==> config.mk <==
export PLATFORM = sky130hd
export DESIGN_NAME = multi_mem_programmer
export DESIGN_NICKNAME = d
export VERILOG_FILES = /design/src/rtl/prog_pkg.sv /design/src/rtl/prog_uart_rx.sv /design/src/rtl/multi_mem_programmer.sv
export SDC_FILE = /design/constraint.sdc
export NUM_CORES = 1
export LEC_CHECK = 0
export BUFFER_PORTS_ARGS = -buffer_cell sky130_fd_sc_hd__buf_2
export CAP_MARGIN = 30
export CORE_MARGIN = 8
export CORE_UTILIZATION = 35
export DETAILED_ROUTE_END_ITERATION = 8
export GPL_TIMING_DRIVEN = 0
export PLACE_DENSITY = 0.62
export SLEW_MARGIN = 30
export SYNTH_ARGS = -nofsm -noshare
export SYNTH_HDL_FRONTEND = slang
export SYNTH_SLANG_ARGS = --single-unit
==> constraint.sdc <==
create_clock -name clk_i -period 6 [get_ports clk_i]
set_clock_uncertainty 0.15 [all_clocks]
set_input_delay 0.3 -clock clk_i [delete_from_list [all_inputs] [get_ports clk_i]]
set_output_delay 0.3 -clock clk_i [all_outputs]
set_load 0.02 [all_outputs]
==> src/rtl/prog_pkg.sv <==
// Shared types for the UART multi-memory programmer.
// Latency: n/a (types and constants only).
// Backpressure: n/a.
package prog_pkg;

  typedef enum logic [3:0] {
    ST_IDLE,
    ST_SYNC,
    ST_SEL,
    ST_LEN0,
    ST_LEN1,
    ST_DATA,
    ST_CSUM,
    ST_DONE,
    ST_ERR
  } prog_state_e;

  typedef enum logic [2:0] {
    ERR_NONE   = 3'd0,
    ERR_FRAME  = 3'd1,
    ERR_HDR    = 3'd2,
    ERR_CSUM   = 3'd3,
    ERR_ABORT  = 3'd4
  } err_e;

  localparam logic [7:0] SYNC_BYTE      = 8'hA5;
  localparam int         BYTES_PER_WORD = 4;

endpackage

==> src/rtl/prog_uart_rx.sv <==
// 8N1 UART byte receiver with mid-bit sampling and start-bit glitch rejection.
// Latency: valid_o/frame_err_o pulse one cycle after the stop-bit sample.
// Backpressure: none; each byte is presented for exactly one cycle.
module prog_uart_rx #(
  parameter int CLKS_W = 16
) (
  input  logic              clk_i,
  input  logic              rst_i,
  input  logic [CLKS_W-1:0] clks_per_bit_i,
  input  logic              rx_i,
  output logic [7:0]        byte_o,
  output logic              valid_o,
  output logic              frame_err_o
);

  typedef enum logic [1:0] {RX_IDLE, RX_START, RX_DATA, RX_STOP} rx_state_e;

  rx_state_e         state_q, state_d;
  logic              sync1_q, sync1_d, sync2_q, sync2_d, prev_q, prev_d;
  logic [CLKS_W-1:0] cnt_q, cnt_d;
  logic [2:0]        idx_q, idx_d;
  logic [7:0]        shift_q, shift_d;
  logic              valid_q, valid_d, ferr_q, ferr_d;
  logic [CLKS_W-1:0] cpb, half;

  // Very short bit periods leave no room for a meaningful mid-bit sample.
  assign cpb  = (clks_per_bit_i < CLKS_W'(4)) ? CLKS_W'(4) : clks_per_bit_i;
  assign half = cpb >> 1;

  assign byte_o      = shift_q;
  assign valid_o     = valid_q;
  assign frame_err_o = ferr_q;

  // Register stage: line synchroniser, bit timer, shift register, output pulses.
  always_ff @(posedge clk_i) begin
    if (rst_i) begin
      state_q <= RX_IDLE;
      sync1_q <= 1'b1;
      sync2_q <= 1'b1;
      prev_q  <= 1'b1;
      cnt_q   <= '0;
      idx_q   <= '0;
      shift_q <= '0;
      valid_q <= 1'b0;
      ferr_q  <= 1'b0;
    end else begin
      state_q <= state_d;
      sync1_q <= sync1_d;
      sync2_q <= sync2_d;
      prev_q  <= prev_d;
      cnt_q   <= cnt_d;
      idx_q   <= idx_d;
      shift_q <= shift_d;
      valid_q <= valid_d;
      ferr_q  <= ferr_d;
    end
  end

  // Bit-timing state machine; sync2_q is the line as seen by the receiver.
  always_comb begin
    state_d = state_q;
    sync1_d = rx_i;
    sync2_d = sync1_q;
    prev_d  = sync2_q;
    cnt_d   = cnt_q;
    idx_d   = idx_q;
    shift_d = shift_q;
    valid_d = 1'b0;
    ferr_d  = 1'b0;
    case (state_q)
      RX_IDLE: begin
        if (prev_q && !sync2_q) begin
          state_d = RX_START;
          cnt_d   = '0;
        end
      end
      RX_START: begin
        if (cnt_q == half - CLKS_W'(1)) begin
          cnt_d   = '0;
          idx_d   = '0;
          state_d = sync2_q ? RX_IDLE : RX_DATA;
        end else begin
          cnt_d = cnt_q + CLKS_W'(1);
        end
      end
      RX_DATA: begin
        if (cnt_q == cpb - CLKS_W'(1)) begin
          cnt_d   = '0;
          shift_d = {sync2_q, shift_q[7:1]};
          if (idx_q == 3'd7) state_d = RX_STOP;
          else               idx_d   = idx_q + 3'd1;
        end else begin
          cnt_d = cnt_q + CLKS_W'(1);
        end
      end
      RX_STOP: begin
        if (cnt_q == cpb - CLKS_W'(1)) begin
          state_d = RX_IDLE;
          valid_d = sync2_q;
          ferr_d  = !sync2_q;
        end else begin
          cnt_d = cnt_q + CLKS_W'(1);
        end
      end
      default: state_d = RX_IDLE;
    endcase
  end

endmodule

==> src/rtl/multi_mem_programmer.sv <==
// UART boot loader: parses a framed image and writes 32-bit words into one of several memories.
// Latency: write strobe one cycle after the 4th byte of a word; status one cycle after the checksum byte.
// Backpressure: none; the memory port must accept a write on every we_o pulse.
module multi_mem_programmer import prog_pkg::*; #(
  parameter int NUM_TARGETS = 2,
  parameter int ADDR_W      = 12,
  parameter int DATA_W      = 32,
  parameter int CLKS_W      = 16,
  parameter int MAX_WORDS   = 1024
) (
  input  logic                   clk_i,
  input  logic                   rst_i,
  input  logic                   prog_i,
  input  logic [CLKS_W-1:0]      clks_per_bit_i,
  input  logic                   rx_i,
  output logic [NUM_TARGETS-1:0] we_o,
  output logic [ADDR_W-1:0]      addr_o,
  output logic [DATA_W-1:0]      wdata_o,
  output logic [3:0]             wmask_o,
  output logic                   core_rst_no,
  output logic                   busy_o,
  output logic                   done_o,
  output logic [2:0]             err_o
);

  logic [7:0] rx_byte;
  logic       rx_vld, rx_ferr;

  prog_uart_rx #(.CLKS_W(CLKS_W)) u_rx (
    .clk_i          (clk_i),
    .rst_i          (rst_i),
    .clks_per_bit_i (clks_per_bit_i),
    .rx_i           (rx_i),
    .byte_o         (rx_byte),
    .valid_o        (rx_vld),
    .frame_err_o    (rx_ferr)
  );

  prog_state_e           state_q, state_d;
  logic [2:0]            sel_q, sel_d;
  logic [15:0]           len_q, len_d, words_q, words_d, len_full;
  logic [1:0]            bidx_q, bidx_d;
  logic [7:0]            csum_q, csum_d;
  logic [DATA_W-1:0]     wdata_q, wdata_d;
  logic [ADDR_W-1:0]     addr_q, addr_d;
  logic [NUM_TARGETS-1:0] we_q, we_d;
  logic                  done_q, done_d;
  err_e                  err_q, err_d;

  assign len_full    = {rx_byte, len_q[7:0]};
  assign we_o        = we_q;
  assign addr_o      = addr_q;
  assign wdata_o     = wdata_q;
  assign wmask_o     = (|we_q) ? 4'hF : 4'h0;
  assign core_rst_no = (state_q == ST_IDLE);
  assign busy_o      = (state_q != ST_IDLE) && (state_q != ST_DONE) && (state_q != ST_ERR);
  assign done_o      = done_q;
  assign err_o       = err_q;

  // State register; reset drops any partially assembled word.
  always_ff @(posedge clk_i) begin
    if (rst_i) begin
      state_q <= ST_IDLE;
      sel_q   <= '0;
      len_q   <= '0;
      words_q <= '0;
      bidx_q  <= '0;
      csum_q  <= '0;
      wdata_q <= '0;
      addr_q  <= '0;
      we_q    <= '0;
      done_q  <= 1'b0;
      err_q   <= ERR_NONE;
    end else begin
      state_q <= state_d;
      sel_q   <= sel_d;
      len_q   <= len_d;
      words_q <= words_d;
      bidx_q  <= bidx_d;
      csum_q  <= csum_d;
      wdata_q <= wdata_d;
      addr_q  <= addr_d;
      we_q    <= we_d;
      done_q  <= done_d;
      err_q   <= err_d;
    end
  end

  // Frame parser; prog_i falling takes priority over a byte arriving in the same cycle.
  always_comb begin
    state_d = state_q;
    sel_d   = sel_q;
    len_d   = len_q;
    words_d = words_q;
    bidx_d  = bidx_q;
    csum_d  = csum_q;
    wdata_d = wdata_q;
    addr_d  = (|we_q) ? addr_q + ADDR_W'(1) : addr_q;
    we_d    = '0;
    done_d  = done_q;
    err_d   = err_q;
    case (state_q)
      ST_IDLE: begin
        if (prog_i) begin
          state_d = ST_SYNC;
          done_d  = 1'b0;
          err_d   = ERR_NONE;
          addr_d  = '0;
          words_d = '0;
          bidx_d  = '0;
          csum_d  = '0;
        end
      end
      ST_SYNC, ST_SEL, ST_LEN0, ST_LEN1, ST_DATA, ST_CSUM: begin
        if (!prog_i) begin
          state_d = ST_IDLE;
          err_d   = ERR_ABORT;
        end else if (rx_ferr) begin
          state_d = ST_ERR;
          err_d   = ERR_FRAME;
        end else if (rx_vld) begin
          case (state_q)
            ST_SYNC: if (rx_byte == SYNC_BYTE) state_d = ST_SEL;
            ST_SEL: begin
              if (rx_byte >= 8'(NUM_TARGETS)) begin
                state_d = ST_ERR;
                err_d   = ERR_HDR;
              end else begin
                sel_d   = rx_byte[2:0];
                state_d = ST_LEN0;
              end
            end
            ST_LEN0: begin
              len_d[7:0] = rx_byte;
              state_d    = ST_LEN1;
            end
            ST_LEN1: begin
              len_d = len_full;
              if (len_full > 16'(MAX_WORDS)) begin
                state_d = ST_ERR;
                err_d   = ERR_HDR;
              end else if (len_full == 16'd0) begin
                state_d = ST_CSUM;
              end else begin
                state_d = ST_DATA;
              end
            end
            ST_DATA: begin
              wdata_d[8*bidx_q +: 8] = rx_byte;
              csum_d = csum_q ^ rx_byte;
              bidx_d = bidx_q + 2'd1;
              if (bidx_q == 2'(BYTES_PER_WORD - 1)) begin
                for (int i = 0; i < NUM_TARGETS; i++) we_d[i] = (sel_q == 3'(i));
                words_d = words_q + 16'd1;
                if (words_q + 16'd1 == len_q) state_d = ST_CSUM;
              end
            end
            ST_CSUM: begin
              if (rx_byte == csum_q) begin
                state_d = ST_DONE;
                done_d  = 1'b1;
              end else begin
                state_d = ST_ERR;
                err_d   = ERR_CSUM;
              end
            end
            default: ;
          endcase
        end
      end
      ST_DONE, ST_ERR: if (!prog_i) state_d = ST_IDLE;
      default: state_d = ST_IDLE;
    endcase
  end

endmodule
Word-level counts from Yosys, hierarchy flattened
Index checks and enable logic that the tools add are counted.
- mux-type cells: 71
- reductions and logical operators: 29
- shift-type cells: 2
- equality and inequality tests: 46
- add/subtract/negate cells: 8
- bitwise logic cells: 10
- $lt $le $gt $ge: 3
- operators by type and width (cell ; count):
    two-way mux 16 bit ; 11
    case mux 16 bit (4 select lines) ; 1
    == test 16 bit ; 3
    two-way mux 4 bit ; 12
    two-way mux 8 bit ; 5
    two-way mux 12 bit ; 3
    negator 5 -> 34 bit ; 1
    variable shift 8 x 34 -> 32 bit (first input constant) ; 1
    indexed part select 8 x 34 -> 32 bit ; 1
    adder 16 x 1 -> 16 bit (second input constant) ; 2
    bitwise mux 32 bit ; 1
    case mux 16 bit (2 select lines) ; 1
    two-way mux 3 bit ; 10
    inequality test 5 x 4 -> 1 bit (second input constant) ; 6
    AND reduction 7 bit ; 4
    two-way mux 2 bit ; 12
    case mux 4 bit (6 select lines) ; 1
    inequality test 2 bit (second input constant) ; 10
    AND reduction 5 bit ; 4
    == test 4 x 3 -> 1 bit (second input constant) ; 4
    greater-than comparator 16 x 11 -> 1 bit (second input constant) ; 1
    logical NOT 16 bit ; 1
    less-than comparator 16 x 3 -> 1 bit (second input constant) ; 1
    case mux 8 bit (2 select lines) ; 1
    44 further kinds ; 72
- flip-flop bits (word level): 133
- output and inout port bits: 56

Depth between registers and ports, before layout
- depth in word-level cells: 9
- gate-level depth with buffers: 15

Hierarchy
From an unflattened synthesis, not the netlist that was laid out.
- cells, all modules: 1003
- area, all modules: 8016.4 sq um
- by module, submodules not included (module ; sequential area each (sq um) ; instances ; area each (sq um) ; cells each):
    multi_mem_programmer ; 1981.9 ; 1 ; 5098.6 ; 631
    prog_uart_rx ; 680.7 ; 1 ; 2917.8 ; 372

Worst setup path before layout
OpenSTA, ideal clock, no wires.
- path kind: input port to flip-flop
- from: input clks_per_bit_i[12]
- to: register u_rx.cnt_q[10]
- data arrival time: 4.058 ns
- setup slack: 1.733 ns
- cell stages on the path: 15
- cell sequence: buf_2 -> or3_1 -> clkbuf_2 -> o41ai_1 -> ha_1 -> or3b_2 -> clkbuf_1 -> or3_1 -> a21oi_1 -> o31ai_1 -> and4b_1 -> a211oi_1 -> clkbuf_1 -> o221ai_1 -> nand2_1
- cells in the longest elaborated chain, start to end: 6
- ends and longest elaborated chain (what ; line ; text):
    from (decl) ; multi_mem_programmer.sv:14 ; input logic [CLKS_W-1:0] clks_per_bit_i,
    less-than comparator 16 x 3 -> 1 bit ; prog_uart_rx.sv:27 ; assign cpb = (clks_per_bit_i < CLKS_W'(4)) ? CLKS_W'(4) : clks_per_bit_i;
    two-way mux 16 bit (*) ; prog_uart_rx.sv:27 ;
    subtractor 16 x 1 -> 16 bit / subtractor 15 x 1 -> 16 bit (equally long branches) ; prog_uart_rx.sv:87, prog_uart_rx.sv:97, prog_uart_rx.sv:78 ;
    == test 16 bit (on tied branches) ; prog_uart_rx.sv:87, prog_uart_rx.sv:97, prog_uart_rx.sv:78 ;
    two-way mux 16 bit (tied with other cells) ; prog_uart_rx.sv:87 ; if (cnt_q == cpb - CLKS_W'(1)) begin
    case mux 16 bit (4 select lines) / AND reduction 2 bit (equally long branches) ; - ;
    to (signal assigned) ; prog_uart_rx.sv:51 ; cnt_q <= cnt_d;
    to (decl) ; prog_uart_rx.sv:20 ; logic [CLKS_W-1:0] cnt_q, cnt_d;
Mark *: on every way between the ends. The rest lies on a longest branch, timed or not.
A chain may end at the register's enable or synchronous reset.

Worst setup path in the final report
- from: input clks_per_bit_i[8]
- to: register u_rx.cnt_q[9]
Same word-level chain as after synthesis.

==> impl_metrics.env <==
export IMPL_antenna_found_initial=0
export IMPL_hp_class="primary input to flop"
export IMPL_critPathLaunchType="primary input"
export IMPL_diodes=0
export IMPL_grt_pass1_wl_um=38500
export IMPL_tightest_slew_ps=906
export IMPL_synthMostInstantiatedCell="dfxtp_1"
export IMPL_power_leakage_nw=3.50
export IMPL_synthFlopType="dfxtp_1"
export IMPL_worst_hold_slack_ps=127
export IMPL_die_height_um=167
export IMPL_synth_edf_count=0
export IMPL_fp_row_count=55
export IMPL_powerDensity_nw_per_um2=251
export IMPL_clock_latency_ps=420
export IMPL_grt_usage=0.166
export IMPL_path_class="primary input to flop"
export IMPL_clock_sinks=133
export IMPL_status="complete, no violations"
export IMPL_antenna_left=0
export IMPL_remaining_drc_errors=0
export IMPL_cts_tree="done"
export IMPL_first_global_vias=7441
export IMPL_ir_worst_vdd_uv=180
export IMPL_critical_path_top_delay_family="simple AND/OR/NAND/NOR gates"
export IMPL_drt_iter0_drc=522
export IMPL_area_delta_synth_final_pct=16.4
export IMPL_synth_area_leaders="dfxtp_1 (33%), nand2_1 (5.7%), a21oi_1 (5.0%)"
export IMPL_synth_distinct_cells=75
export IMPL_finalCritPeriodShare=0.842
export IMPL_yosysTopAreaCell="dfxtp_1"
export IMPL_ios=76
export IMPL_htreeDepth=4
export IMPL_synth_ff_latch_count=133
export IMPL_portBuffers=67
export IMPL_ys_seq_area_frac=0.335
export IMPL_relSlewSlack=0.388
export IMPL_max_cap_viol_count=0
export IMPL_pre_cts_ws_ps=552
export IMPL_synthTopCellsByCount="dfxtp_1 (133), nand2_1 (120), nor2_1 (98)"
export IMPL_floorplan_initialDensity=0.354
export IMPL_setup_viol=0
export IMPL_finalNetCount=1144
export IMPL_drt_first_pass_iters=5
export IMPL_cts_inserted_buffers=17
export IMPL_gp_congestion=0.898
export IMPL_cpMaxStageDelayCell="o41ai_1"
export IMPL_clk_path_buf_depth=2
export IMPL_route_vias_total=7718
export IMPL_fmax_mhz=198
export IMPL_worstPathArrival_ps=5260
export IMPL_design_core_area_um2=22500
export IMPL_rsz0062_at_grt="false"
export IMPL_syn_nets=1057
export IMPL_path_max_fanout=10
export IMPL_die_w_um=167
export IMPL_postSynthCellCount=1024
export IMPL_viasPerCell=5.49
export IMPL_drive_gt1_frac=0.117
export IMPL_synth_top_area_share=0.335
export IMPL_maxSlewViolCount=0
export IMPL_cp_cell_sequence="buf_2, buf_2, or4_1, o41ai_1, ha_1, nor3b_1, nand2_1, or3_1, and4b_1, o31a_1, a211oi_1, clkbuf_1, o221ai_1, nand2_1"
export IMPL_critPathBufInv=3
export IMPL_post_route_util=0.411
export IMPL_cts_resized_gates=0
export IMPL_routed_wl_um=23200
export IMPL_finalHoldViolCount=0
export IMPL_synth_async_reset_ratio=0
export IMPL_grt_max_degree=17
export IMPL_required_ps=6210
export IMPL_hpwl_um=16800
export IMPL_path_clk_slew_ps=60
export IMPL_overflow=0
export IMPL_yosysWarnings=0
export IMPL_fin_crit_ps=5050
export IMPL_clock_tree_root_cell="clkbuf_16"
export IMPL_synthesis_area_um2=7960
export IMPL_fin_ws_ps=947
export IMPL_avgRoutedWirePerCell_um=16.5
export IMPL_fin_tns_setup_ps=0
export IMPL_design_die_area_um2=27800
export IMPL_syn_area_per_cell_um2=7.77
export IMPL_slowest_delay_ps=770
export IMPL_end_kind="flop"
cell type report:
class / instances / area [um2]
repair buffers: 68 / 345
clock buffers: 18 / 439
plain buffers: 83 / 340
multi-input cells: 795 / 4910
fillers: 2263 / 13200
flip-flops and latches: 133 / 2660
inverters: 13 / 48.8
well taps: 285 / 357
clock inverters: 12 / 155
through the flow:
stage | instances | instance area [um2] | total power [mW]
finish | 1407 | 9260 | 2.33
global route | 1407 | 9260 | 2.42
CTS | 1407 | 9250 | 2.34
detailed placement | 1376 | 8650 | 1.28
global placement | 1376 | 8650 | 1.28
floorplan | 1024 | 7960 | 1.17
repair_timing:
item | in CTS | in global routing
hold buffers | 1 | 0
setup buffers | 0 | 0
endpoints found under the hold margin | 1 | 0
routing by layer:
layer,share of wire,track usage
met4,0.015,0.0588
met1,0.46,0.213
met2,0.47,0.276
met3,0.046,0.0262
met5,0,0
cell usage in the layout (no fill, tap or decap), drive strengths merged, types with 7 or more instances in the layout:
cell | synthesis | final
dfxtp | 133 | 133
nand2 | 120 | 120
nor2 | 98 | 98
clkbuf | 68 | 86
buf | 15 | 82
a21oi | 81 | 81
nand3 | 56 | 56
xnor2 | 41 | 41
o21ai | 38 | 38
xor2 | 33 | 33
mux2i | 29 | 29
nor3 | 24 | 24
nor2b | 22 | 22
or3 | 21 | 21
nand4 | 20 | 20
and3 | 18 | 18
nor4 | 17 | 17
and2 | 14 | 14
ha | 13 | 13
or4 | 13 | 13
inv | 11 | 13
o221ai | 11 | 11
a211oi | 9 | 9
a311oi | 8 | 8
a31oi | 7 | 7
nand3b | 7 | 7
o31ai | 7 | 7
clkinv | 2 | 7
state kept, by name (all words and copies together), names as in the netlist, named ones only:
register	cells
addr_o	12
bidx_q	2
csum_q	8
done_o	1
err_o	3
len_q	16
sel_q	3
state_q	4
u_rx.byte_o	8
u_rx.cnt_q	16
u_rx.frame_err_o	1
u_rx.idx_q	3
u_rx.prev_d	1
u_rx.prev_q	1
u_rx.state_q	1
u_rx.sync1_q	1
u_rx.valid_o	1
wdata_o	32
we_o	2
words_q	16
power breakdown:
| part | switching (mW) | internal [mW] |
|---|---|---|
| clock | 0.400 | 0.661 |
| sequential | 0.00605 | 0.891 |
| combinational | 0.258 | 0.110 |
kinds of logic (layout without fill, tap and decap cells):
group,Yosys count,after routing,synth area share
and+or+nand+nor,466,466,0.302
adders and majority gates,13,13,0.0204
buffers and inverters,96,194,0.0489
DFF,133,133,0.335
xor gates and xnor gates,74,74,0.0814
muxes,30,30,0.0379
AOI/OAI and AO/OA,212,212,0.175
worst min-delay path, stage by stage:
cell      delay [ps]
buf_2            120
nor2b_1           60
o21ai_0           70
o211ai_1          90
path summary, 6_finish.rpt:
kind / from / end / slack [ps] / cells past startpoint
setup reg to reg: words_q[0]$_SDFFE_PP0P_ / state_q[0]$_SDFFE_PP0P_ / 2390 / 9
setup / recovery: clks_per_bit_i[8] / u_rx.cnt_q[9]$_SDFFE_PP0P_ / 950 / 14
hold reg to reg: u_rx.sync1_q$_SDFF_PP1_ / u_rx.prev_d$_SDFF_PP1_ / 280 / 1
hold / removal: rst_i / u_rx.cnt_q[5]$_SDFFE_PP0P_ / 130 / 4
Note: power is estimated with default switching activity, not from simulation.
